File: src/rtl/serial_subtractor.sv
// serial_subtractor: bit-serial WIDTH-bit subtractor, diff = a - b, LSB first.
// A single borrow flop ripples one bit per clock through SHIFT. A start/busy/done
// handshake frames each operation. The optional signed-overflow output is enabled
// by defining SERIAL_SUB_OVERFLOW_EN.
module serial_subtractor #(
  parameter int WIDTH = 8
) (
  input  logic             clk,
  input  logic             reset,
  input  logic             start,
  input  logic [WIDTH-1:0] a,
  input  logic [WIDTH-1:0] b,
  output logic             busy,
  output logic             done,
  output logic [WIDTH-1:0] diff,
  output logic             borrow_out
`ifdef SERIAL_SUB_OVERFLOW_EN
  ,
  output logic             overflow
`endif
);

  localparam int CW = (WIDTH > 1) ? $clog2(WIDTH) : 1;

  typedef enum logic [1:0] {
    IDLE,
    SHIFT,
    DONE
  } state_t;

  state_t           r_state;
  state_t           w_stateNext;
  logic [WIDTH-1:0] r_aSh;
  logic [WIDTH-1:0] r_bSh;
  logic [WIDTH-1:0] r_res;
  logic [CW-1:0]    r_cnt;
  logic             r_borrow;
  logic             r_busy;
  logic             r_done;
  logic [WIDTH-1:0] r_diff;
  logic             r_borrowOut;
  logic             w_d;
  logic             w_borrowNext;
  logic             w_last;
  logic             w_accept;

  assign w_d          = r_aSh[0] ^ r_bSh[0] ^ r_borrow;
  assign w_borrowNext = (~r_aSh[0] & r_bSh[0]) | (~(r_aSh[0] ^ r_bSh[0]) & r_borrow);
  assign w_last       = (r_cnt == CW'(WIDTH - 1));
  assign w_accept     = (r_state == IDLE) && start;

  assign busy       = r_busy;
  assign done       = r_done;
  assign diff       = r_diff;
  assign borrow_out = r_borrowOut;

  // State register; reset aborts any operation in flight.
  always_ff @(posedge clk or posedge reset) begin
    if (reset) r_state <= IDLE;
    else       r_state <= w_stateNext;
  end

  // Next-state decode: IDLE waits for start, SHIFT runs WIDTH edges, DONE lasts one cycle.
  always_comb begin
    w_stateNext = r_state;
    case (r_state)
      IDLE:    if (start) w_stateNext = SHIFT;
      SHIFT:   if (w_last) w_stateNext = DONE;
      DONE:    w_stateNext = IDLE;
      default: w_stateNext = IDLE;
    endcase
  end

  // Datapath: capture operands on accept, ripple one bit per SHIFT edge, publish on the last bit.
  always_ff @(posedge clk or posedge reset) begin
    if (reset) begin
      r_aSh       <= '0;
      r_bSh       <= '0;
      r_res       <= '0;
      r_cnt       <= '0;
      r_borrow    <= 1'b0;
      r_busy      <= 1'b0;
      r_done      <= 1'b0;
      r_diff      <= '0;
      r_borrowOut <= 1'b0;
    end else begin
      r_busy <= (w_stateNext == SHIFT);
      r_done <= (w_stateNext == DONE);
      if (w_accept) begin
        r_aSh    <= a;
        r_bSh    <= b;
        r_res    <= '0;
        r_cnt    <= '0;
        r_borrow <= 1'b0;
      end else if (r_state == SHIFT) begin
        r_res    <= {w_d, r_res[WIDTH-1:1]};
        r_aSh    <= r_aSh >> 1;
        r_bSh    <= r_bSh >> 1;
        r_borrow <= w_borrowNext;
        r_cnt    <= r_cnt + 1'b1;
        if (w_last) begin
          r_diff      <= {w_d, r_res[WIDTH-1:1]};
          r_borrowOut <= w_borrowNext;
        end
      end
    end
  end

`ifdef SERIAL_SUB_OVERFLOW_EN
  logic r_aMsb;
  logic r_bMsb;
  logic r_overflow;

  assign overflow = r_overflow;

  // Signed overflow from captured operand signs; the last serial bit is the result MSB.
  always_ff @(posedge clk or posedge reset) begin
    if (reset) begin
      r_aMsb     <= 1'b0;
      r_bMsb     <= 1'b0;
      r_overflow <= 1'b0;
    end else begin
      if (w_accept) begin
        r_aMsb <= a[WIDTH-1];
        r_bMsb <= b[WIDTH-1];
      end else if ((r_state == SHIFT) && w_last) begin
        r_overflow <= (r_aMsb != r_bMsb) && (w_d != r_aMsb);
      end
    end
  end
`endif

endmodule

File: config.mk
export PLATFORM = sky130hd
export DESIGN_NAME = serial_subtractor
export DESIGN_NICKNAME = d
export VERILOG_FILES = /design/src/rtl/serial_subtractor.sv
export SDC_FILE = /design/constraint.sdc
export NUM_CORES = 1
export LEC_CHECK = 0
export ABC_AREA = 1
export CAP_MARGIN = 20
export CORE_MARGIN = 3
export CORE_UTILIZATION = 55
export DETAILED_ROUTE_END_ITERATION = 16
export PLACE_DENSITY = 0.87
export SLEW_MARGIN = 5
export SYNTH_ARGS = -nofsm -noshare
export SYNTH_HDL_FRONTEND = slang
export SYNTH_SLANG_ARGS = --single-unit
File: constraint.sdc
create_clock -name clk -period 3.2 [get_ports clk]
set_input_delay 0.64 -clock clk [delete_from_list [all_inputs] [get_ports clk]]
set_output_delay 0.64 -clock clk [all_outputs]
set_load 0.005 [all_outputs]
### Word level (Yosys, flattened, before mapping)

Cells that the tools add are included.

* $add $sub $neg: 1
* eq/ne operators: 4
* muxes and demuxes: 13
* bitwise gates (word level): 8
* reduce and logical (&&, ||, !) cells: 4

Operator list (count)
* $mux 8: 6
* $mux 3: 2
* $eq 2x1->1 const B: 2
* $mux 2: 2
* $pmux 2 s2: 1
* $add 3x1->3 const B: 1
* $eq 3x3->1 const B: 1
* $not 1->1: 3
* $reduce_and 3->1: 1
* $and 1x1->1: 2
* $eq 2x2->1 const B: 1
* $logic_not 2->1: 1
* $mux 1: 2
* $reduce_bool 2->1: 1
* $xor 1x1->1: 2
* $logic_and 1x1->1: 1
* $or 1x1->1: 1

* register bits: 41

### Logic depth before layout (Yosys ltp)

* word-level depth: 6
* mapped depth: 6
* mapped depth without buffers: 6

### Worst setup path after synthesis

No wires, ideal clock.

* path kind: input to register
* start point: input port start
* end point: register r_aSh[1]
* setup time: 69 ps
* arrival: 1276 ps
* data required time: 3131 ps
* setup slack: 1856 ps
* stages on the path: 5
* path buffers: 2
* path through: buf_2 > o21ai_4 > buf_4 > nand2_1 > nand3_1

* longest elaborated chain between the ends: 2
* elaborated cells on any way between the ends: 3

RTL lines
* from (decl): RTL line 10 `input logic start,`
* $logic_and 1x1->1 *: RTL line 50 `assign w_accept = (r_state == IDLE) && start;`
* $mux 8 or $reduce_bool 2->1 (tied branches)
* to (signal assigned): RTL line 97 `r_aSh <= r_aSh >> 1;`
* to (decl): RTL line 33 `logic [WIDTH-1:0] r_aSh;`

Mark *: on every way between the ends. The rest lies on a longest branch, timed or not.
A chain may end at the register's enable or synchronous reset.

### Worst setup path after layout

* start point: register r_borrowOut, in the netlist borrow_out
* end point: output port borrow_out

RTL lines
* from (decl): RTL line 41 `logic r_borrowOut;`
* from (signal assigned): RTL line 103 `r_borrowOut <= w_borrowNext;`
* to (decl): RTL line 16 `output logic borrow_out`

No word-level cell between the ends.

==> out/metrics.yaml <==
synthesis:
  synth_nets: 208
  synth-compound-area-share_pct: 2.16
  synth_xor_area_share_pct: 0
  ys_seq_area_share_pct: 59.6
  synthTopCellsByArea: "dfrtp_1 (60%), nand2_1 (20%), nand3_1 (8.9%), ha_1 (1.5%), buf_6 (1.3%)"
  syn_area_per_cell_um2: 9.03
  synth_top_area_share_pct: 59.6
  yosys_warnings: 0
  synth-simple-area-share_pct: 30.8
  synthAdderAreaFrac_pct: 2.68
  postSynthCellCount: 186
  ys_ff_latch: 40
  muxShareOfSynthArea_pct: 0
  synth.distinct_cells: 16
  syn_area_um2: 1680
  synth_top_family_by_area: "simple AND/OR/NAND/NOR gates"
  synth_top_cell_by_area: "dfrtp_1"
run:
  cap_violations: 0
cells_and_area:
  nFillCells: 239
  area_delta_synth_final_pct: 20.9
  nets: 239
  final_area_um2: 2030
  antennaDiodeCount: 0
  drive_gt1_share_pct: 6.42
clock_network:
  clockBufferDepth: 2
  postCtsHoldBufs: 0
  cts.clk_slew.worst_paths_ns: 0.11
  numCtsBuffers: 5
  cts_tree: "yes"
  cts_setup_buffers: 0
  cts_resized: 0
  cts.sinks: 40
  cts-root-buf: "clkbuf_4"
  clock_latency_ns: 0.34
  h-tree-depth: 2
worst_hold_path:
  min_delay_path_depth: 2
  hold_path.class: "reg -> reg"
power:
  p_int_mw: 1.11
  power_density_nw_per_um2: 848
  p_switching_mw: 0.614
  sw_frac_of_total_pct: 35.7
  ir_drop_v: 0.000462
  clockPowerShare_pct: 15.1
  power_frac_comb_pct: 36.1
  p_leak_nw: 1.01
  p_seq_share_pct: 48.8
placed_design:
  dpl.hpwl_um: 2190
  place.gp.congestion: 0.747
  io_buffers: 29
  placed_area_um2: 1970
setup_path:
  cp_slowest_stage_delay_ns: 0.51
  critPathBufInv: 1
  slowest_stage: "clkdlybuf4s50_1"
  worstPathArrival_ns: 1.21
  cp.depth: 1
  ff2ff_path_depth: 6
  start_kind: "flip-flop"
  worstSetupEndpointType: "primary output"
  crit_path_cell_trace: "clkdlybuf4s50_1"
  crit_type: "reg -> out"
  cp_max_fo: 2
  path_delay_family: "buffers and inverters"
  required_ns: 2.56
detailed_routing:
  vias: 1309
  post_drt_wl_per_cell_um: 12.5
  drc: 0
  first_pass_iters: 4
  wirelength_um: 3110
  drtIter0Drc: 83
  viasPerCell: 5.26
  postRouteAntennaNets: 0
die:
  io_pins: 30
  core-area_um2: 2830
  start_util_pct: 59.4
  die-area_um2: 3750
  fp.dieW_um: 61.3
  fp.dieH_um: 61.3
  rows: 19
timing:
  finalSetupTns_ns: 0
  period_minus_slack_ns: 1.85
  maxSlewHeadroom_pct: 56.6
  finalHoldViolCount: 0
  tightest_slew_ns: 0.649
  final_max_slew_viol_count: 0
  setup_viol: 0
  finClkSkew_ns: 0.00629
  grt_setup_unrepaired: "no"
  period_share_pct: 57.8
  max_freq_ghz: 0.540
global_route:
  grt_usage_pct: 19.3
  overflow: 0
  grt_max_degree: 41
  grt_pass1_vias: 1203
  grt_pass1_wl_um: 5240
  antenna_found_initial: 0
run_status:
  status: "finished clean"
## cells in the final DEF (no fill, tap or decap)
cell type        netlist  final
clkbuf_1               0      2
clkdlybuf4s50_1        0     29
inv_2                  1      1
nand2_2                2      2
nor2_1                 1      1
clkbuf_4               0      5
o21ai_0                4      4
nor2_2                 1      1
clkbuf_8               0      1
inv_1                  6      6
buf_4                  2      2
fa_1                   1      1
ha_1                   2      2
nand2_1               89     89
nand3_1               30     30
o21ai_4                1      1
nor2_4                 1      1
dfrtp_1               40     40
## Yosys cell counts
cell type   n
fa_1        1
ha_1        2
buf_2       3
inv_2       1
nand2_1    89
dfrtp_1    40
nor2_2      1
o21ai_4     1
nor2_1      1
nand3_1    30
buf_6       2
nor2_4      1
inv_1       6
buf_4       2
nand2_2     2
o21ai_0     4
## metal layers
layer  up-vias  global-route usage (%)  wire, um
li1        646                       -         -
met1       623                    23.6      1310
met2        38                    32.5      1600
met3         2                    6.50       172
met4         0                    5.57        27
met5         -                       0         0
## power by group through the flow
stage	Sequential (mW)	Clock (mW)	Combinational (mW)
after CTS	0.840	0.268	0.632
after detailed placement	0.850	0	0.629
after global placement	0.839	0	0.597
after global routing	0.864	0.292	0.720
final	0.840	0.260	0.621
after floorplan	0.831	0	0.427
## final cells by class
cell class              count  area [um2]  area share, %
well taps                  31        38.8           1.91
flip-flops and latches     40        1000           49.3
repair buffers             31         305           15.0
multi-input cells         132         599           29.5
inverters                   7        26.3           1.29
clock buffers               8        58.8           2.90
## per-stage QoR
stage               std cells  setup WS [ns]  power, mW  hold slack (ns)  util (%)
global route              249           1.26       1.88            0.502      71.7
CTS                       249           1.33       1.74            0.483      71.7
floorplan                 186           1.64       1.26            0.442         -
global placement          241           1.17       1.44            0.453      69.7
detailed placement        241           1.10       1.48            0.457      69.7
finish                    249           1.35       1.72            0.479      71.7
## registers in the layout (all words and copies together) (netlist names)
register,count
done,1
r_state,2
r_cnt,3
r_res,7
borrow_out,1
r_aSh,8
diff,8
busy,1
r_bSh,8
r_borrow,1
## final timing paths
check	to	slack, ns	start
setup / recovery	borrow_out	1.35	borrow_out$_DFFE_PP0P_
hold / removal	diff[3]$_DFFE_PP0P_	0.48	diff[3]$_DFFE_PP0P_
setup reg to reg	diff[0]$_DFFE_PP0P_	1.75	r_state[1]$_DFF_PP0_
hold reg to reg	diff[3]$_DFFE_PP0P_	0.48	diff[3]$_DFFE_PP0P_
max in group asynchronous	r_res[3]$_DFFE_PP0P_	2.17	reset
min in group asynchronous	diff[6]$_DFFE_PP0P_	0.70	reset
## kinds of logic after synthesis
group,after synthesis
AND/OR/NAND/NOR,124
AO/OA/AOI/OAI,5
buffers and inverters,14
flip-flops,40
adder cells (fa/ha/maj),3
Power figures use the tool's default switching activity.
